[src/rtl/bsg_chip_clk_freq_monitor_if.sv]
// Result/request interface for the clock frequency monitor.
//   master : requester side. It drives start_v_i, window_i and yumi_i.
//   slave  : monitor side. It drives start_ready_o, v_o, count_o and overflow_o.
// Signal names follow the monitor's point of view (_i into the monitor,
// _o out of it), whichever modport is in use.
interface bsg_chip_clk_freq_monitor_if #(
    parameter int window_width_p = 16,
    parameter int count_width_p  = 16
);
    logic                      start_v_i;
    logic                      start_ready_o;
    logic [window_width_p-1:0] window_i;
    logic                      v_o;
    logic [count_width_p-1:0]  count_o;
    logic                      overflow_o;
    logic                      yumi_i;

    modport master (
        output start_v_i, window_i, yumi_i,
        input  start_ready_o, v_o, count_o, overflow_o
    );

    modport slave (
        input  start_v_i, window_i, yumi_i,
        output start_ready_o, v_o, count_o, overflow_o
    );
endinterface

[src/rtl/bsg_chip_clk_freq_monitor.sv]
// Counts rising plus falling edges of a divided monitored clock over a
// programmable window of reference cycles. The monitored clock must already
// be synchronized to clk_i. The edge count is returned on a valid/yumi result.
//   clk_i    : reference clock; every flop in this block runs on it
//   reset_i  : synchronous, active-high reset
//   toggle_i : monitored divided clock, already in the clk_i domain
//   mon_if   : start request (start_v_i/start_ready_o/window_i) and
//              result (v_o/count_o/overflow_o/yumi_i)
module bsg_chip_clk_freq_monitor #(
    parameter int window_width_p = 16,
    parameter int count_width_p  = 16
) (
    input  logic clk_i,
    input  logic reset_i,
    input  logic toggle_i,
    bsg_chip_clk_freq_monitor_if.slave mon_if
);

    typedef enum logic [1:0] {
        eIdle  = 2'd0,
        eArm   = 2'd1,
        eCount = 2'd2,
        eDone  = 2'd3
    } state_e;

    state_e                    r_state;
    state_e                    w_state_n;
    logic [window_width_p-1:0] r_win;
    logic [count_width_p-1:0]  r_count;
    logic                      r_ovf;
    logic                      r_toggle;

    logic w_start;
    logic w_edge;
    logic w_cnt_max;
    logic w_win_zero;
    logic w_win_last;

    assign w_start    = (r_state == eIdle) && mon_if.start_v_i;
    assign w_edge     = (r_state == eCount) && (toggle_i != r_toggle);
    assign w_cnt_max  = &r_count;
    assign w_win_zero = (r_win == '0);
    assign w_win_last = (r_win == window_width_p'(1));

    always_comb begin
        w_state_n = r_state;
        case (r_state)
            eIdle:   if (w_start) w_state_n = eArm;
            eArm:    w_state_n = w_win_zero ? eDone : eCount;
            eCount:  if (w_win_last) w_state_n = eDone;
            eDone:   if (mon_if.yumi_i) w_state_n = eIdle;
            default: w_state_n = eIdle;
        endcase
    end

    always_ff @(posedge clk_i) begin
        if (reset_i) begin
            r_state  <= eIdle;
            r_win    <= '0;
            r_count  <= '0;
            r_ovf    <= 1'b0;
            r_toggle <= 1'b0;
        end else begin
            r_state <= w_state_n;
            if (w_start) begin
                r_win   <= mon_if.window_i;
                r_count <= '0;
                r_ovf   <= 1'b0;
            end
            // eArm takes the baseline sample. eCount keeps it one cycle behind.
            if (r_state == eArm || r_state == eCount)
                r_toggle <= toggle_i;
            // r_win is nonzero in every eCount cycle. A window of zero skips eCount.
            if (r_state == eCount)
                r_win <= r_win - window_width_p'(1);
            if (w_edge) begin
                if (w_cnt_max) r_ovf   <= 1'b1;
                else           r_count <= r_count + count_width_p'(1);
            end
        end
    end

    assign mon_if.start_ready_o = (r_state == eIdle);
    assign mon_if.v_o           = (r_state == eDone);
    assign mon_if.count_o       = r_count;
    assign mon_if.overflow_o    = r_ovf;

`ifndef SYNTHESIS
    a_yumi_needs_v : assert property (@(posedge clk_i) disable iff (reset_i)
        mon_if.yumi_i |-> mon_if.v_o);
    a_no_x_ctrl : assert property (@(posedge clk_i) disable iff (reset_i)
        !$isunknown({mon_if.start_v_i, mon_if.yumi_i}));
`endif

endmodule
[src/flat_wrapper.sv]
// flat-port wrapper written by rule: the top's interface ports become plain ports
module bsg_chip_clk_freq_monitor_flat 
#(
    parameter int window_width_p = 16,
    parameter int count_width_p  = 16
)
  (clk_i, reset_i, toggle_i, mon_if_start_v_i, mon_if_window_i, mon_if_yumi_i, mon_if_start_ready_o, mon_if_v_o, mon_if_count_o, mon_if_overflow_o);
  bsg_chip_clk_freq_monitor_if #(.window_width_p(window_width_p), .count_width_p(count_width_p)) mon_if_i ();
  input  logic clk_i;
  input  logic reset_i;
  input  logic toggle_i;
  input wire logic [$bits(mon_if_i.start_v_i)-1:0] mon_if_start_v_i;
  input wire logic [$bits(mon_if_i.window_i)-1:0] mon_if_window_i;
  input wire logic [$bits(mon_if_i.yumi_i)-1:0] mon_if_yumi_i;
  output wire logic [$bits(mon_if_i.start_ready_o)-1:0] mon_if_start_ready_o;
  output wire logic [$bits(mon_if_i.v_o)-1:0] mon_if_v_o;
  output wire logic [$bits(mon_if_i.count_o)-1:0] mon_if_count_o;
  output wire logic [$bits(mon_if_i.overflow_o)-1:0] mon_if_overflow_o;
  assign mon_if_i.start_v_i = mon_if_start_v_i;
  assign mon_if_i.window_i = mon_if_window_i;
  assign mon_if_i.yumi_i = mon_if_yumi_i;
  assign mon_if_start_ready_o = mon_if_i.start_ready_o;
  assign mon_if_v_o = mon_if_i.v_o;
  assign mon_if_count_o = mon_if_i.count_o;
  assign mon_if_overflow_o = mon_if_i.overflow_o;
  bsg_chip_clk_freq_monitor #(.window_width_p(window_width_p), .count_width_p(count_width_p)) u_core (.clk_i(clk_i), .reset_i(reset_i), .toggle_i(toggle_i), .mon_if(mon_if_i));
endmodule
[config.mk]
export PLATFORM = sky130hd
export DESIGN_NAME = bsg_chip_clk_freq_monitor_flat
export DESIGN_NICKNAME = d
export VERILOG_FILES = /design/src/rtl/bsg_chip_clk_freq_monitor_if.sv /design/src/rtl/bsg_chip_clk_freq_monitor.sv /design/src/flat_wrapper.sv
export SDC_FILE = /design/constraint.sdc
export NUM_CORES = 1
export LEC_CHECK = 0
export ABC_AREA = 1
export CORE_MARGIN = 5
export CORE_UTILIZATION = 45
export CTS_CLUSTER_SIZE = 8
export DETAILED_ROUTE_END_ITERATION = 10
export GPL_ROUTABILITY_DRIVEN = 1
export GPL_TIMING_DRIVEN = 0
export PLACE_DENSITY = 0.66
export SYNTH_ARGS = -nofsm -noshare
export SYNTH_HDL_FRONTEND = slang
export SYNTH_SLANG_ARGS = --single-unit
[constraint.sdc]
create_clock -name clk_i -period 2.15 [get_ports clk_i]
set_input_delay 0.43 -clock clk_i [delete_from_list [all_inputs] [get_ports clk_i]]
set_output_delay 0.43 -clock clk_i [all_outputs]
set_load 0.005 [all_outputs]
==> results.md <==
* Via count at 2831
* Input/output buffers at 38
* Minimum clock period at 1.905 ns
* Maximum clock frequency at 0.5250 GHz
* Setup violators final at 0
* Starting Density at 45.42%
* Setup_tns at 0 ns
* DR WL/cell at 12.32 um
* Number of global-route vias before repair at 2622
* Setup Crit Path Kind: register to output pin
* Final wirelength at 6824 um
* Mux cell area share after synthesis at 0%
* Mean post-synth cell area at 6.086 um2
* Leakage power total at 1.362 nW
* Sink Count at 36
* Hold Fails Final Rpt at 0
* # fillers at 592
* Main combinational cell family by area after synthesis: simple AND/OR/NAND/NOR gates
* Overall global routing resource usage at 19.20%
* Die Height at 86.61 um
* Final core utilization at 55.23%
* Root Buffer: clkbuf_8
* Max-Slew Margin vs Limit at 64.11%
* TritonCTS Buffers at 5
* Core Area at 5816 um2
* Level count of the clock H-tree at 2
* Post-synthesis adder-cell area fraction at 3.790%
* Multi-input logic area at 1653 um2
* WP data required at 1.72 ns
* Final Power at 3.249 mW
* TritonCTS clock tree: built
* Hold crit path type: primary input to register
* Avg Vias per Cell at 5.110
* Hold_buf cts at 0
* Worst setup EP type: output pin
* Clock Latency Late Sink at 0.29 ns
* DRT Pass-1 Iters at 5
* Commonest non-fill, non-tap cell in the layout: nand2_1
* Worst-path clk slew at 0.07 ns
* Initial DRC count at 149
* Arr. time, crit path at 1.47 ns
* Xor-xnor portion of the synthesized cell area at 1.326%
* Layout cells sized above 1 at 9.395%
* Maximum fanout along the worst path at 5
* Post-cts resize count at 0
* Max-cap violations at 0
* Routed Antenna Nets at 0
* CP Launch Type: register
* Die extent in x at 86.61 um
* Worst Tran Pin Value at 0.5383 ns
* Largest net degree at the start of global routing at 11
* I/O pin total at 40
* Sequential share of the synthesized area at 27.29%
* Clock Path Buffers at 2
* Post-synthesis compound-gate area fraction at 10.37%
* Initial antenna violation count at 0
* FF/Latch Area at 720.7 um2
* Std-Cell Rows at 28
* Slew Viols, Final at 0
* Synth Warn # at 0
* Outcome: completed
* Layout area overhead at 21.60%
* Final #Nets at 508
* Gr ovfl total at 0
* Routability Congestion at 0.8742
* Synth Area in Simple Gates at 47.09%
* Syn Std Cell Area at 2641 um2
* Pwr per Cell Area at 1012 nW/um2
* Register bit total from synthesis at 36
* Die ar. at 7501 um2
* Post-synth cell types at 36
* Drt drc at 0
* Unrepaired setup endpoints after global routing: no
* First-pass GRT wire length at 11720 um
* Most frequent cells in the layout: 134 x nand2_1, 61 x nor2_1, 52 x inv_1
* Post-CTS Repair Setup Buffers at 0
* Synthesized net count at 463
* Mapped Cells at 434
* Worst clock skew at 0.01019 ns
* ANT cells at 0
* Final period util at 88.60%
* Placed wire-length estimate at 5295 um
* VDD IR-drop max at 0.6250 mV
==> per-layer routing <==
layer	wire length [um]	GRT usage, %	vias up
li1	-	-	1463
met1	3087	24.19	1269
met2	3308	34.28	89
met3	332	2.281	10
met4	96	5.382	0
met5	0	0	-
==> worst max-delay path: stages, from the launching register on <==
cell and delay (ns):
dfxtp_1 0.40, inv_1 0.10, ha_1 0.24, clkdlybuf4s50_1 0.46
==> metrics by stage <==
| step | worst slack [ns] | hold slack (ns) | instance area, um2 | std cells |
|---|---|---|---|---|
| 2_1_floorplan | 0.5628 | 0.4704 | 2641 | 434 |
| 3_3_place_gp | -0.01158 | 0.4770 | 3115 | 547 |
| 3_5_place_dp | 0.002980 | 0.4954 | 3115 | 547 |
| 4_1_cts | 0.2241 | 0.4982 | 3212 | 554 |
| 5_1_grt | 0.02240 | 0.5258 | 3212 | 554 |
| 6_report | 0.2452 | 0.5016 | 3212 | 554 |
==> cells in the mapped netlist (all sizes together) <==
cell,instances,area (um2)
ha,8,100.1
a211oi,2,15.01
dfxtp,36,720.7
o21bai,1,11.26
nand3b,1,7.510
o22ai,1,6.260
clkbuf,5,18.77
o211ai,4,30.03
o21ai,13,68.81
nor3,3,31.28
inv,56,212.7
nand2,144,580.6
nand3,44,225.2
nor2,72,327.8
a31oi,3,18.77
a21oi,24,123.9
nand4,8,71.32
xor2,2,17.52
buf,5,36.28
xnor2,2,17.52
==> cell type report <==
cell class	count	area share (%)
clock buffers	7	3.000
well taps	75	2.922
inverters	56	6.623
multi-input cells	332	51.46
flip-flops and latches	36	22.44
repair buffers	38	11.84
plain buffers	10	1.714
==> power breakdown <==
part / total (mW) / switching [mW] / internal [mW]
clock network: 0.529 / 0.244 / 0.286
logic: 1.73 / 1.12 / 0.612
registers: 0.989 / 0.168 / 0.821
total: 3.25 / 1.53 / 1.72
==> final timing paths <==
kind	slack, ns	cells past startpoint	start	end
setup / recovery	0.25	3	u_core.r_state[0]$_SDFFE_PP0P_	mon_if_start_ready_o
hold / removal	0.50	2	reset_i	u_core.r_win[2]$_SDFFE_PP0P_
setup reg to reg	0.27	8	u_core.r_state[0]$_SDFFE_PP0P_	u_core.r_win[0]$_SDFFE_PP0P_
hold reg to reg	0.50	2	u_core.r_win[15]$_SDFFE_PP0P_	u_core.r_win[15]$_SDFFE_PP0P_
==> logic make-up (layout without fill, tap and decap cells) <==
group	Yosys count	count (layout)
and+or+nand+nor	272	272
adders and majority gates	8	8
buffers and inverters	66	111
xor gates and xnor gates	4	4
DFF	36	36
AOI/OAI and AO/OA	48	48
==> registers in the layout (all words and copies together), names as in the netlist <==
name and flops:
u_core.mon_if.overflow_o 1, u_core.r_state 2, u_core.r_toggle 1, u_core.r_win 16, u_core.mon_if.count_o 16
(Power assumes the default switching activity.)
